$ cat src/rtl/apu_pkg.sv
// Shared APU constants: duty table, length/sweep/frequency limits and NRx field positions.
package apu_pkg;
    // Index [duty][7-step]: the leftmost character of each pattern is step 0.
    localparam logic [3:0][7:0] DUTY_TABLE = {8'b01111110, 8'b10000111, 8'b10000001, 8'b00000001};

    localparam int LEN_MAX          = 64;
    localparam int SWEEP_DEF_PERIOD = 8;
    localparam int FREQ_MAX         = 2047;

    localparam int SWP_PER_HI = 6, SWP_PER_LO = 4, SWP_NEG = 3, SWP_SH_HI = 2, SWP_SH_LO = 0;
    localparam int DUTY_HI = 7, DUTY_LO = 6, LEN_HI = 5, LEN_LO = 0;
    localparam int VOL_HI = 7, VOL_LO = 4, ENV_DIR = 3, ENV_PER_HI = 2, ENV_PER_LO = 0, DAC_LO = 3;
    localparam int LEN_EN = 6, FHI_HI = 2, FHI_LO = 0;

    function automatic logic [11:0] sweep_calc(input logic [10:0] f, input logic neg,
                                               input logic [2:0] sh);
        logic [11:0] d;
        d = {1'b0, f >> sh};
        return neg ? ({1'b0, f} - d) : ({1'b0, f} + d);
    endfunction
endpackage

$ cat src/rtl/volume_envelope.sv
// Volume envelope: loads on trigger, steps vol by one on each expired env period, saturating.
module volume_envelope
    import apu_pkg::*;
(
    input  logic       system_clock,
    input  logic       reset_n,
    input  logic       trigger,
    input  logic       env_tick,
    input  logic [3:0] init_vol,
    input  logic       dir_up,
    input  logic [2:0] period,
    output logic [3:0] vol
);
    logic [2:0] cnt;
    logic [2:0] per;
    logic       up;

    always_ff @(posedge system_clock or negedge reset_n) begin
        if (!reset_n) begin
            vol <= '0;
            cnt <= '0;
            per <= '0;
            up  <= 1'b0;
        end else if (trigger) begin
            vol <= init_vol;
            cnt <= period;
            per <= period;
            up  <= dir_up;
        end else if (env_tick && per != 3'd0) begin
            if (cnt <= 3'd1) begin
                cnt <= per;
                if (up && vol != 4'hF)
                    vol <= vol + 4'd1;
                else if (!up && vol != 4'h0)
                    vol <= vol - 4'd1;
            end else begin
                cnt <= cnt - 3'd1;
            end
        end
    end
endmodule

$ cat src/rtl/square_channel.sv
// APU square channel: duty sequencer, length counter, volume envelope and optional sweep.
module square_channel
    import apu_pkg::*;
#(
    parameter int OUT_W     = 4,
    parameter int HAS_SWEEP = 1,
    parameter int TICK_DIV  = 4
) (
    input  logic             system_clock,
    input  logic             reset_n,
    input  logic [7:0]       NRx0,
    input  logic [7:0]       NRx1,
    input  logic [7:0]       NRx2,
    input  logic [7:0]       NRx3,
    input  logic [7:0]       NRx4,
    input  logic             trigger,
    input  logic             len_tick,
    input  logic             env_tick,
    input  logic             sweep_tick,
    output logic             enabled,
    output logic [OUT_W-1:0] wave
);
    localparam int TW = $clog2(2048 * TICK_DIV) + 1;
    localparam logic [11:0] FMAX12 = 12'(FREQ_MAX);

    logic [TW-1:0] timer;
    logic [2:0]    step;
    logic [6:0]    len;
    logic [3:0]    vol;
    logic [10:0]   shadow;
    logic [10:0]   reg_freq;
    logic [10:0]   run_freq;
    logic          sweep_kill;
    logic          len_kill;
    logic          dac_on;
    logic          duty_bit;
    logic          unused_bits;

    assign reg_freq    = {NRx4[FHI_HI:FHI_LO], NRx3};
    assign run_freq    = (HAS_SWEEP != 0) ? shadow : reg_freq;
    assign dac_on      = |NRx2[VOL_HI:DAC_LO];
    assign duty_bit    = DUTY_TABLE[NRx1[DUTY_HI:DUTY_LO]][3'd7 - step];
    assign unused_bits = ^{NRx4[7], NRx4[5:3]};

    function automatic logic [TW-1:0] reload(input logic [10:0] f);
        return TW'((2048 - int'(f)) * TICK_DIV - 1);
    endfunction

    // The sequencer only advances while the channel is active; trigger restarts the timer.
    always_ff @(posedge system_clock or negedge reset_n) begin
        if (!reset_n) begin
            timer <= '0;
            step  <= '0;
        end else if (trigger) begin
            timer <= reload(reg_freq);
        end else if (enabled) begin
            if (timer == '0) begin
                timer <= reload(run_freq);
                step  <= step + 3'd1;
            end else begin
                timer <= timer - TW'(1);
            end
        end
    end

    always_ff @(posedge system_clock or negedge reset_n) begin
        if (!reset_n)
            len <= '0;
        else if (trigger)
            len <= 7'(LEN_MAX) - {1'b0, NRx1[LEN_HI:LEN_LO]};
        else if (len_tick && NRx4[LEN_EN] && len != 7'd0)
            len <= len - 7'd1;
    end

    assign len_kill = !trigger && len_tick && NRx4[LEN_EN] && len == 7'd1;

    always_ff @(posedge system_clock or negedge reset_n) begin
        if (!reset_n)
            enabled <= 1'b0;
        else if (!dac_on)
            enabled <= 1'b0;
        else if (trigger)
            enabled <= !sweep_kill;
        else if (len_kill || sweep_kill)
            enabled <= 1'b0;
    end

    volume_envelope u_env (
        .system_clock (system_clock),
        .reset_n      (reset_n),
        .trigger      (trigger),
        .env_tick     (env_tick),
        .init_vol     (NRx2[VOL_HI:VOL_LO]),
        .dir_up       (NRx2[ENV_DIR]),
        .period       (NRx2[ENV_PER_HI:ENV_PER_LO]),
        .vol          (vol)
    );

    generate
        if (HAS_SWEEP != 0) begin : g_sweep
            logic [3:0]  cnt;
            logic [3:0]  cnt_reload;
            logic [2:0]  per;
            logic [2:0]  sh;
            logic        neg;
            logic [11:0] trig_new;
            logic [11:0] tick_new;
            logic [11:0] tick_new2;
            logic        fire;

            assign per        = NRx0[SWP_PER_HI:SWP_PER_LO];
            assign sh         = NRx0[SWP_SH_HI:SWP_SH_LO];
            assign neg        = NRx0[SWP_NEG];
            assign cnt_reload = (per == 3'd0) ? 4'(SWEEP_DEF_PERIOD) : {1'b0, per};
            assign trig_new   = sweep_calc(reg_freq, neg, sh);
            assign tick_new   = sweep_calc(shadow, neg, sh);
            assign tick_new2  = sweep_calc(tick_new[10:0], neg, sh);
            assign fire       = sweep_tick && !trigger && cnt <= 4'd1 && per != 3'd0;

            // After a committed update the next step is pre-checked and can only disable.
            always_comb begin
                sweep_kill = 1'b0;
                if (trigger)
                    sweep_kill = (sh != 3'd0) && (trig_new > FMAX12);
                else if (fire)
                    sweep_kill = (tick_new > FMAX12) || ((sh != 3'd0) && (tick_new2 > FMAX12));
            end

            always_ff @(posedge system_clock or negedge reset_n) begin
                if (!reset_n) begin
                    shadow <= '0;
                    cnt    <= '0;
                end else if (trigger) begin
                    shadow <= reg_freq;
                    cnt    <= cnt_reload;
                end else if (sweep_tick) begin
                    if (cnt <= 4'd1) begin
                        cnt <= cnt_reload;
                        if (per != 3'd0 && sh != 3'd0 && tick_new <= FMAX12)
                            shadow <= tick_new[10:0];
                    end else begin
                        cnt <= cnt - 4'd1;
                    end
                end
            end
        end else begin : g_no_sweep
            logic unused_sweep;
            assign unused_sweep = ^{NRx0, sweep_tick};
            assign shadow       = '0;
            assign sweep_kill   = 1'b0;
        end
    endgenerate

    always_ff @(posedge system_clock or negedge reset_n) begin
        if (!reset_n)
            wave <= '0;
        else
            wave <= (enabled && duty_bit) ? (OUT_W'(vol) << (OUT_W - 4)) : '0;
    end
endmodule

$ cat config.mk
export PLATFORM = sky130hd
export DESIGN_NAME = square_channel
export DESIGN_NICKNAME = d
export VERILOG_FILES = /design/src/rtl/apu_pkg.sv /design/src/rtl/volume_envelope.sv /design/src/rtl/square_channel.sv
export SDC_FILE = /design/constraint.sdc
export NUM_CORES = 1
export LEC_CHECK = 0
export ABC_AREA = 1
export CAP_MARGIN = 20
export CORE_MARGIN = 4
export CORE_UTILIZATION = 60
export CTS_CLUSTER_SIZE = 20
export DETAILED_ROUTE_END_ITERATION = 10
export PLACE_DENSITY = 0.81
export SYNTH_ARGS = -nofsm -noshare
export SYNTH_HDL_FRONTEND = slang
export SYNTH_SLANG_ARGS = --single-unit
$ cat constraint.sdc
create_clock -name system_clock -period 6.6 [get_ports system_clock]
set_input_delay 1.98 -clock system_clock [delete_from_list [all_inputs] [get_ports system_clock]]
set_output_delay 1.98 -clock system_clock [all_outputs]
set_load 0.02 [all_outputs]
==> flow_metrics.tcl, run 1 <==
set metrics [dict create \
    finalCritPeriodShare 0.993 \
    grt_remaining_overflow 0 \
    place_inst 1365 \
    synth_top_cell_area_share 0.197 \
    max_stage_delay_ns 0.37 \
    hp-class "reg2reg" \
    dieWidth_um 116 \
    finalHoldViolCount 0 \
    design_area_um2 8890 \
    core_area_um2 11400 \
    cts_tree "built" \
    drt_wl_total_um 20200 \
    p_leak_nw 4.41 \
    start_util 0.612 \
    firstDrtPassIters 8 \
    diodes 0 \
    clk_latency_ns 0.30 \
    cts_root_buf "clkbuf_16" \
    power.density_nw_per_um2 395 \
    crit_arrival_ns 6.77 \
    finalMaxSlewViolations 0 \
    drc_errors 0 \
    final-setup-viol-count 0 \
    grt_max_degree 56 \
    numPortBuffers 45 \
    instances_no_fill 1387 \
    place_ws_ns -0.811 \
    rsz0062_at_grt "yes" \
    synth_area_leaders "dfrtp_1 (20%), nand2_1 (14%), ha_1 (9.3%), inv_1 (8.3%), xor2_1 (6.8%)" \
    r2r_start "run_freq[7]" \
    final_nets 1343 \
    setup_ws_ns 0.0476 \
    slew_headroom 0.302 \
    min_to "u_env.per[1]" \
    p_seq_frac 0.147 \
    utilization 0.778 \
    critPathRequiredTime_ns 6.81 \
    area_growth_pct 27.3 \
    holdPathStages 2 \
    hp-start "u_env.per[1]" \
    fin_crit_ns 6.55 \
    synth-main-ff-cell "dfrtp_1" \
    synth_area_um2 6980 \
    drive_above_1_share 0.209 \
    first_iter_violations 629 \
    numClockSinks 55 \
    cts_hold_buf 0 \
    synth_warnings 0 \
    placementRows 39 \
    synth_most_common_cell "nand2_1" \
    clock_path_buffers 2 \
    yosys.area.top_type "dfrtp_1" \
    vdd_drop_max_mv 0.399 \
    crit_type "in2reg" \
    postPlaceCellArea_um2 8250 \
    grt_pass1_wl_um 31200 \
    cts.reportedPaths.clkPinSlew_ns 0.08 \
    synthesis.instances 1100 \
    antenna_left 0 \
    place.detailed.hpwl_um 14900 \
    antenna_found_initial 0 \
    die_y_um 116 \
    crit_path_top_delay_cell "ha_1" \
    synth_cell_types 51 \
    ys_top_cells_by_count "nand2_1 (260), inv_1 (155), nor2_1 (98)" \
    maxCapViolCount 0 \
    swShare 0.499 \
    p_int_w 0.00176 \
    status "complete, no violations" \
    r2r_end "enabled" \
    ios 51 \
    p_sw_w 0.00175 \
    wire_per_inst_um 14.6 \
    ys_seq_elements 55 \
    startpoint_type "input port" \
    r2r_slack_ns 1.28 \
    grt.total_usage 0.281 \
    grt_pass1_vias 6991 \
    combPwrFrac 0.775 \
    endpoint_kind "register" \
    skew_ns 0.0129 \
    dieArea_um2 13400 \
    yosysSeqAreaShare 0.197 \
    worst_pin_slew_ns 1.04 \
    path_max_fanout 13 \
    async_flop_share 1.00 \
    finalWeightedCongestion 0.950 \
    htree_levels 2 \
    syn_avg_cell_area_um2 6.35 \
    numCtsBuffers 5 \
    vias_per_cell 5.61 \
    reg2regPathDepth 38 \
    clkPwrFrac 0.079 \
    fmax_ghz 0.153 \
    syn_nets 1200 \
    synth_edf_count 0 \
    vias 7780 \
]
-- logic make-up after synthesis --
group	Yosys count	synth area share
and+or+nand+nor	515	0.314
AOI/OAI and AO/OA	208	0.185
buffers and inverters	196	0.114
xor gates and xnor gates	69	0.0865
DFF	55	0.197
adders and majority gates	54	0.0989
muxes	3	0.00448
-- flip-flops by register name, summed over array words and instances, names as in the netlist --
name,flops
u_env.cnt,3
g_sweep.cnt,4
u_env.up,1
timer,14
wave,4
enabled,1
u_env.vol,4
run_freq,11
step,3
len,7
u_env.per,3
-- area by class of cell --
type	count	area, um^2
timing repair inverter	1	7.51
tap	143	179
clock buffer	5	125
multi-input combinational	849	5190
fill	866	2530
sequential	55	1380
clock inverter	3	22.5
timing repair buffer	166	1370
inverter	165	619
-- layer usage --
metal / vias to the layer above / part of all wire / track usage
li1: 3918 / - / -
met1: 3499 / 0.41 / 0.347
met2: 291 / 0.50 / 0.516
met3: 72 / 0.050 / 0.0230
met4: 0 / 0.038 / 0.0920
met5: - / 0 / 0
-- through the flow --
step                setup TNS (ns)  hold WS, ns  power [W]
CTS                              0        0.505    0.00318
global placement            -0.664        0.479    0.00273
finish                           0        0.504    0.00351
floorplan                        0        0.461    0.00188
detailed placement          -0.811        0.486    0.00279
global route                -0.276        0.530    0.00380
-- layout by cell type, fill, tap and decap left out, types with 10 or more instances in the layout --
cell and instances:
nand4_1 15, a21oi_1 30, xor2_1 54, o21ai_0 59
xnor2_1 15, dfrtp_1 55, buf_4 120, nand3_1 72
inv_2 10, nand2_1 234, ha_1 45, clkdlybuf4s50_1 41
inv_1 152, nor2_1 90, nand3_2 16, o211ai_1 18
o21ai_2 21, a21oi_2 10, a31oi_1 11, o21ai_1 21
nor3_1 19, nand2_2 37
-- worst max-delay path by stage --
stage	from	end	slack, ns	cells after the start
after floorplan	NRx0[1]	enabled	0.06	38
after global placement	NRx0[1]	enabled	-0.66	36
after detailed placement	NRx0[1]	enabled	-0.81	36
after CTS	NRx0[2]	enabled	0.005	36
after global routing	NRx0[0]	enabled	-0.28	39
final	NRx0[0]	enabled	0.05	40
-- power groups by stage --
stage / Sequential [W] / Clock, W / Combinational (W)
6_report: 0.000515 / 0.000277 / 0.00272
5_1_grt: 0.000525 / 0.000288 / 0.00299
4_1_cts: 0.000510 / 0.000278 / 0.00239
3_5_place_dp: 0.000513 / 0 / 0.00227
3_3_place_gp: 0.000511 / 0 / 0.00222
2_1_floorplan: 0.000491 / 0 / 0.00139
-- critical path, delay by kind of cell --
| family | cells | cell delay (ns) |
|---|---|---|
| AO/OA/AOI/OAI | 6 | 0.92 |
| XOR/XNOR | 1 | 0.08 |
| adder cells (fa/ha/maj) | 3 | 0.84 |
| buffers and inverters | 8 | 0.87 |
| AND/OR/NAND/NOR | 22 | 2.04 |
-- timing repair --
item,in CTS,in global routing
gates cloned,1,0
buffers inserted,5,8
pin swaps,19,52
endpoints found under the setup margin,1,1
resized for setup,30,79
Power figures use the tool's default switching activity.
==> run 2, diff against run 1 <==
--- a/config.mk
+++ b/config.mk
@@ -14,4 +14,5 @@
 export PLACE_DENSITY = 0.81
 export SYNTH_ARGS = -nofsm -noshare
 export SYNTH_HDL_FRONTEND = slang
+export SYNTH_HIERARCHICAL = 1
 export SYNTH_SLANG_ARGS = --single-unit
==> run 2 against run 1 <==
  * The run now ends with negative setup slack left
  * Final area up 2.5%
  * Die area up 3.4%
  * Register-to-register slack worse by 0.05 ns
  * Fmax down 1.8%
  * Sequential share of layout area down 0.38 points
  * Utilization up 0.62 points
  * Worst hold slack worse by 0.015 ns
  * Routed wire length up 2.7%
==> flow_metrics.tcl, run 2 <==
set metrics [dict create \
    status "finished with violations" \
    violations "negative setup slack" \
    synth_fa_ha_area_frac 0.0937 \
    synth-simple-area-share 0.326 \
    die_y_um 118 \
    skew_ns 0.0102 \
    fin_crit_ns 6.67 \
    drt_wl_total_um 20800 \
    setup_ws_ns -0.0695 \
    crit_arrival_ns 6.87 \
    reg2regPathDepth 42 \
    synth_top_family_by_area "simple AND/OR/NAND/NOR gates" \
    startpoint_type "input port" \
    fillers 864 \
    maxCapViolCount 0 \
    synth-compound-area-share 0.185 \
    finalHoldViolCount 0 \
    path_max_fanout 20 \
    hp-start "timer[0]" \
    critPathRequiredTime_ns 6.80 \
    wl_met2_um 10100 \
    wl_met3_um 1140 \
    multiInputGateArea_um2 5300 \
    synth_most_common_cell "nand2_1" \
    grt_pass1_vias 7375 \
    utilization 0.785 \
    r2r_slack_ns 1.23 \
    holdPathStages 1 \
    synth_top_cell_area_share 0.190 \
    place.detailed.hpwl_um 15200 \
    design_area_um2 9110 \
    finalWeightedCongestion 0.918 \
    numPortBuffers 45 \
    cts.reportedPaths.clkPinSlew_ns 0.08 \
    largest_reg_flops 14 \
    numCtsBuffers 5 \
    synth_mux_area_frac 0.00571 \
    vdd_drop_max_mv 0.393 \
    register_area_um2 1380 \
    synth_xor_area_frac 0.0820 \
    worst_pin_slew_ns 0.980 \
    yosys.area.top_type "dfrtp_1" \
    first_iter_violations 702 \
    drc_errors 0 \
    synth_edf_count 0 \
    drive_above_1_share 0.214 \
    ys_top_cells_by_count "nand2_1 (271), inv_1 (164), nor2_1 (98)" \
    slew_headroom 0.346 \
    final_nets 1377 \
    ys_seq_elements 55 \
    firstDrtPassIters 6 \
    grt_pass1_wl_um 33600 \
    dieWidth_um 118 \
    top_layer "met4" \
    core_area_um2 11600 \
    crit_path_top_delay_cell "o31ai_4" \
    grt_remaining_overflow 0 \
    syn_nets 1232 \
    min_to "timer[0]" \
    power.density_nw_per_um2 390 \
    p_leak_nw 4.67 \
    crit_path_start "NRx0[0]" \
    largest-register "timer" \
    finalMaxSlewViolations 0 \
    crit_family "compound AO/OA/AOI/OAI gates" \
    r2r_end "enabled" \
    final_cell_mix "nand2_1 (257), inv_1 (160), buf_4 (112), nor2_1 (95), o21ai_0 (72)" \
    rsz0062_at_grt "yes" \
    synth_cell_types 60 \
    ios 51 \
    endpoint_kind "register" \
    async_flop_share 1.00 \
    synth_area_um2 7240 \
    synthesis.instances 1133 \
    place_inst 1394 \
    synth-main-ff-cell "dfrtp_1" \
    syn_avg_cell_area_um2 6.39 \
    cts_tree "built" \
    vias_per_cell 5.63 \
    worst-path-buf-inv 8 \
    wire_per_inst_um 14.6 \
    dieArea_um2 13900 \
    synth_area_leaders "dfrtp_1 (19%), nand2_1 (14%), ha_1 (8.8%), inv_1 (8.5%), xor2_1 (6.2%)" \
    clock_path_buffers 2 \
    yosysSeqAreaShare 0.190 \
    area_growth_pct 25.9 \
    antenna_found_initial 0 \
    clk_latency_ns 0.30 \
    m1WireLength_um 8720 \
    final-setup-viol-count 1 \
    finalCritPeriodShare 1.01 \
    r2r_start "run_freq[5]" \
    max_stage_delay_ns 0.26 \
    postPlaceCellArea_um2 8480 \
    numClockSinks 55 \
    crit_type "in2reg" \
    start_util 0.623 \
    antenna_left 0 \
    cts_root_buf "clkbuf_16" \
    placementRows 39 \
    diodes 0 \
    layout_commonest_cell "nand2_1" \
    vias 8000 \
    hp-class "reg2reg" \
    fmax_ghz 0.150 \
    synth_warnings 6 \
    htree_levels 2 \
    path_common_cell "nand2_1" \
    grt.total_usage 0.287 \
    fin_setup_tns_ns -0.0695 \
    grt_max_degree 56 \
    instances_no_fill 1422 \
]
-- run 2: cell count changes after synthesis, moves of 6 or more --
cell / previous run / this run
o21ai_1: 20 / 27
o21ai_2: 17 / 11
nand3_2: 0 / 13
inv_1: 155 / 164
nor3_1: 19 / 13
o21ai_0: 65 / 76
nand2_2: 13 / 19
nand2_1: 260 / 271
nand3_1: 90 / 77
buf_4: 1 / 7
-- run 2: layout make-up --
type	count	share of cell area
multi-input cells	871	0.582
repair buffers	170	0.159
flip-flops and latches	55	0.151
inverters	174	0.0722
well taps	143	0.0196
clock buffers	6	0.0141
clock inverters	2	0.00137
repair inverters	1	0.000824
-- run 2: metal layers --
metal,global-route usage,vias up
met1,0.358,3635
met2,0.508,296
li1,-,3999
met5,0,-
met3,0.0269,70
met4,0.120,0
-- run 2: worst max path at each step --
stage               to  slack [ns]  cells past startpoint
6_report       enabled       -0.07                     40
5_1_grt        enabled       -0.48                     43
4_1_cts        enabled        0.01                     38
3_5_place_dp   enabled       -0.61                     36
3_3_place_gp   enabled       -0.48                     36
2_1_floorplan  enabled        0.17                     38
-- run 2: cells by family (layout without fill, tap and decap cells) --
| kind of cell | after synthesis | in the layout |
|---|---|---|
| buffers and inverters | 207 | 353 |
| AO/OA/AOI/OAI | 217 | 217 |
| XOR/XNOR | 66 | 66 |
| adder cells (fa/ha/maj) | 53 | 53 |
| AND/OR/NAND/NOR | 531 | 531 |
| multiplexers | 4 | 4 |
| flip-flops | 55 | 55 |
-- run 2: what timing repair did --
| item | 4_1_cts | 5_1_grt |
|---|---|---|
| buffers inserted | 10 | 8 |
| cloned | 1 | 0 |
| resized for setup | 49 | 52 |
| endpoints found under the hold margin | 0 | 0 |
| pin swaps | 26 | 33 |
| hold buffers | 0 | 0 |
| endpoints found under the setup margin | 1 | 1 |
-- run 2: power by group --
part           internal, W  leakage, nW  switching, W  total (W)
combinational      0.00123         3.94       0.00153    0.00276
sequential        0.000412        0.663      0.000108   0.000520
clock             0.000141       0.0669      0.000131   0.000272
total              0.00178         4.67       0.00177    0.00355
-- run 2: through the flow --
step,total power [W],setup slack (ns),hold WS (ns)
4_1_cts,0.00337,0.00988,0.493
6_report,0.00355,-0.0695,0.489
3_5_place_dp,0.00297,-0.606,0.483
2_1_floorplan,0.00204,0.166,0.457
3_3_place_gp,0.00290,-0.484,0.474
5_1_grt,0.00388,-0.476,0.509
==> run 3, diff against run 2 <==
--- a/config.mk
+++ b/config.mk
@@ -11,7 +11,8 @@
 export CORE_UTILIZATION = 60
 export CTS_CLUSTER_SIZE = 20
 export DETAILED_ROUTE_END_ITERATION = 10
-export PLACE_DENSITY = 0.81
+export DONT_BUFFER_PORTS = 1
+export PLACE_DENSITY = 0.76
 export SYNTH_ARGS = -nofsm -noshare
 export SYNTH_HDL_FRONTEND = slang
 export SYNTH_HIERARCHICAL = 1
==> run 3 against run 2 <==
  * The run now ends clean
  * Utilization decreased by 9.4 points
  * Routed wire length decreased by 11%
  * Critical path depth decreased by 4
  * Via count decreased by 9.7%
  * Power decreased by 9.6%
  * First-iteration DRC count decreased by 30%
  * Final area decreased by 12%
  * Worst hold slack improved by 0.0021 ns
  * Highest routed layer unchanged
==> flow_metrics.tcl, run 3 (same netlist as run 2, synthesis figures left out) <==
set metrics [dict create \
    status "complete, no violations" \
    critPathRequiredTime_ns 6.80 \
    numClockSinks 55 \
    antenna_left 0 \
    crit_path_start "NRx0[1]" \
    drc_errors 0 \
    cts_tree "built" \
    wire_per_inst_um 14.3 \
    ios 51 \
    cts_root_buf "clkbuf_16" \
    finalCritPeriodShare 0.959 \
    path_max_fanout 26 \
    place.detailed.hpwl_um 14400 \
    r2r_slack_ns 1.39 \
    start_util 0.623 \
    dieWidth_um 118 \
    finalHoldViolCount 0 \
    final_cell_mix "nand2_1 (264), inv_1 (161), nor2_1 (95), o21ai_0 (74), nand3_1 (66)" \
    fin_crit_ns 6.33 \
    grt_pass1_vias 6681 \
    slew_headroom 0.299 \
    cp_num_cells 36 \
    combPwrFrac 0.737 \
    drive_above_1_share 0.156 \
    skew_ns 0.00438 \
    swShare 0.508 \
    multiInputGateArea_um2 5260 \
    final-setup-viol-count 0 \
    crit_path_end "enabled" \
    grt_pass1_wl_um 30800 \
    vias_per_cell 5.56 \
    holdPathStages 1 \
    crit_path_top_delay_cell "fa_2" \
    final_nets 1255 \
    startpoint_type "input port" \
    hp-class "reg2reg" \
    vdd_drop_max_mv 0.394 \
    r2r_start "run_freq[6]" \
    grt.total_usage 0.263 \
    die_y_um 118 \
    clk_latency_ns 0.30 \
    grt_max_degree 58 \
    worst-path-buf-inv 3 \
    fillers 1080 \
    path_common_cell "nand2_1" \
    core_area_um2 11600 \
    p_int_w 0.00158 \
    worst_pin_slew_ns 1.04 \
    cts_hold_buf 0 \
    vias 7225 \
    largest-register "timer" \
    crit_arrival_ns 6.53 \
    layout_commonest_cell "nand2_1" \
    max_stage_delay_ns 0.35 \
    endpoint_kind "register" \
    first_iter_violations 494 \
    finalMaxSlewViolations 0 \
    fmax_ghz 0.158 \
    firstDrtPassIters 5 \
    register_area_um2 1380 \
    crit_family "simple AND/OR/NAND/NOR gates" \
    cts.reportedPaths.clkPinSlew_ns 0.07 \
    clock_path_buffers 2 \
    area_growth_pct 10.8 \
    drt_wl_total_um 18500 \
    antenna_found_initial 0 \
    place_inst 1288 \
    p_sw_w 0.00163 \
    reg2regPathDepth 36 \
    maxCapViolCount 0 \
    largest_reg_flops 14 \
    clkPwrFrac 0.101 \
    placementRows 39 \
    diodes 0 \
    crit_type "in2reg" \
    htree_levels 2 \
    r2r_end "enabled" \
    p_seq_frac 0.162 \
    grt_remaining_overflow 0 \
    dieArea_um2 13900 \
    instances_no_fill 1300 \
    numPortBuffers 0 \
    power.density_nw_per_um2 401 \
    finalWeightedCongestion 0.958 \
    p_leak_nw 4.11 \
    fin_worst_hold_slack_ns 0.491 \
    numCtsBuffers 5 \
]
-- run 3: changes by cell type in the layout (fill, tap and decap cells not counted), moves of 4 or more --
cell,before,now
buf_4,112,49
clkdlybuf4s50_1,40,0
buf_6,8,0
nand2_1,257,264
nand2_2,31,26
o21ai_1,19,23
o21ai_4,5,1
-- run 3: layout make-up --
| type | count | area share |
|---|---|---|
| Tap cell | 143 | 0.0223 |
| Multi-Input combinational cell | 871 | 0.656 |
| Clock inverter | 2 | 0.00484 |
| Clock buffer | 6 | 0.0173 |
| Timing Repair Buffer | 49 | 0.0459 |
| Inverter | 174 | 0.0819 |
| Sequential cell | 55 | 0.172 |
-- run 3: timing repair --
action	in CTS	in global routing
gates resized for setup	0	55
setup buffers	0	4
setup endpoints to repair	0	1
-- run 3: power by group through the flow --
stage                     combinational (W)  sequential, W  clock [W]
after global routing                0.00267       0.000535   0.000340
after detailed placement            0.00213       0.000519          0
final                               0.00237       0.000522   0.000324
after global placement              0.00208       0.000518          0
after CTS                           0.00214       0.000513   0.000327
after floorplan                     0.00155       0.000487          0
-- run 3: how the worst min path moves through the flow --
stage / startpoint / endpoint / slack [ns]
2_1_floorplan: timer[0] / timer[0] / 0.46
3_3_place_gp: timer[0] / timer[0] / 0.48
3_5_place_dp: timer[0] / timer[0] / 0.48
4_1_cts: timer[0] / timer[0] / 0.49
5_1_grt: step[2] / step[2] / 0.53
6_report: timer[0] / timer[0] / 0.49
-- run 3: routing by layer --
layer,routed length [um],track usage
met1,8140,0.341
met2,8930,0.455
met3,1010,0.0327
met4,451,0.0850
met5,0,0
-- run 3: stage by stage --
step / cell area [um^2] / setup WS, ns / power, W / setup TNS [ns] / util
after floorplan: 7240 / 0.166 / 0.00204 / 0 / -
after global placement: 7560 / 0.000484 / 0.00260 / 0 / 0.651
after detailed placement: 7560 / -0.120 / 0.00265 / -0.120 / 0.651
after CTS: 7740 / 0.197 / 0.00298 / 0 / 0.666
after global routing: 8020 / -0.0807 / 0.00354 / -0.0807 / 0.690
final: 8020 / 0.270 / 0.00321 / 0 / 0.690
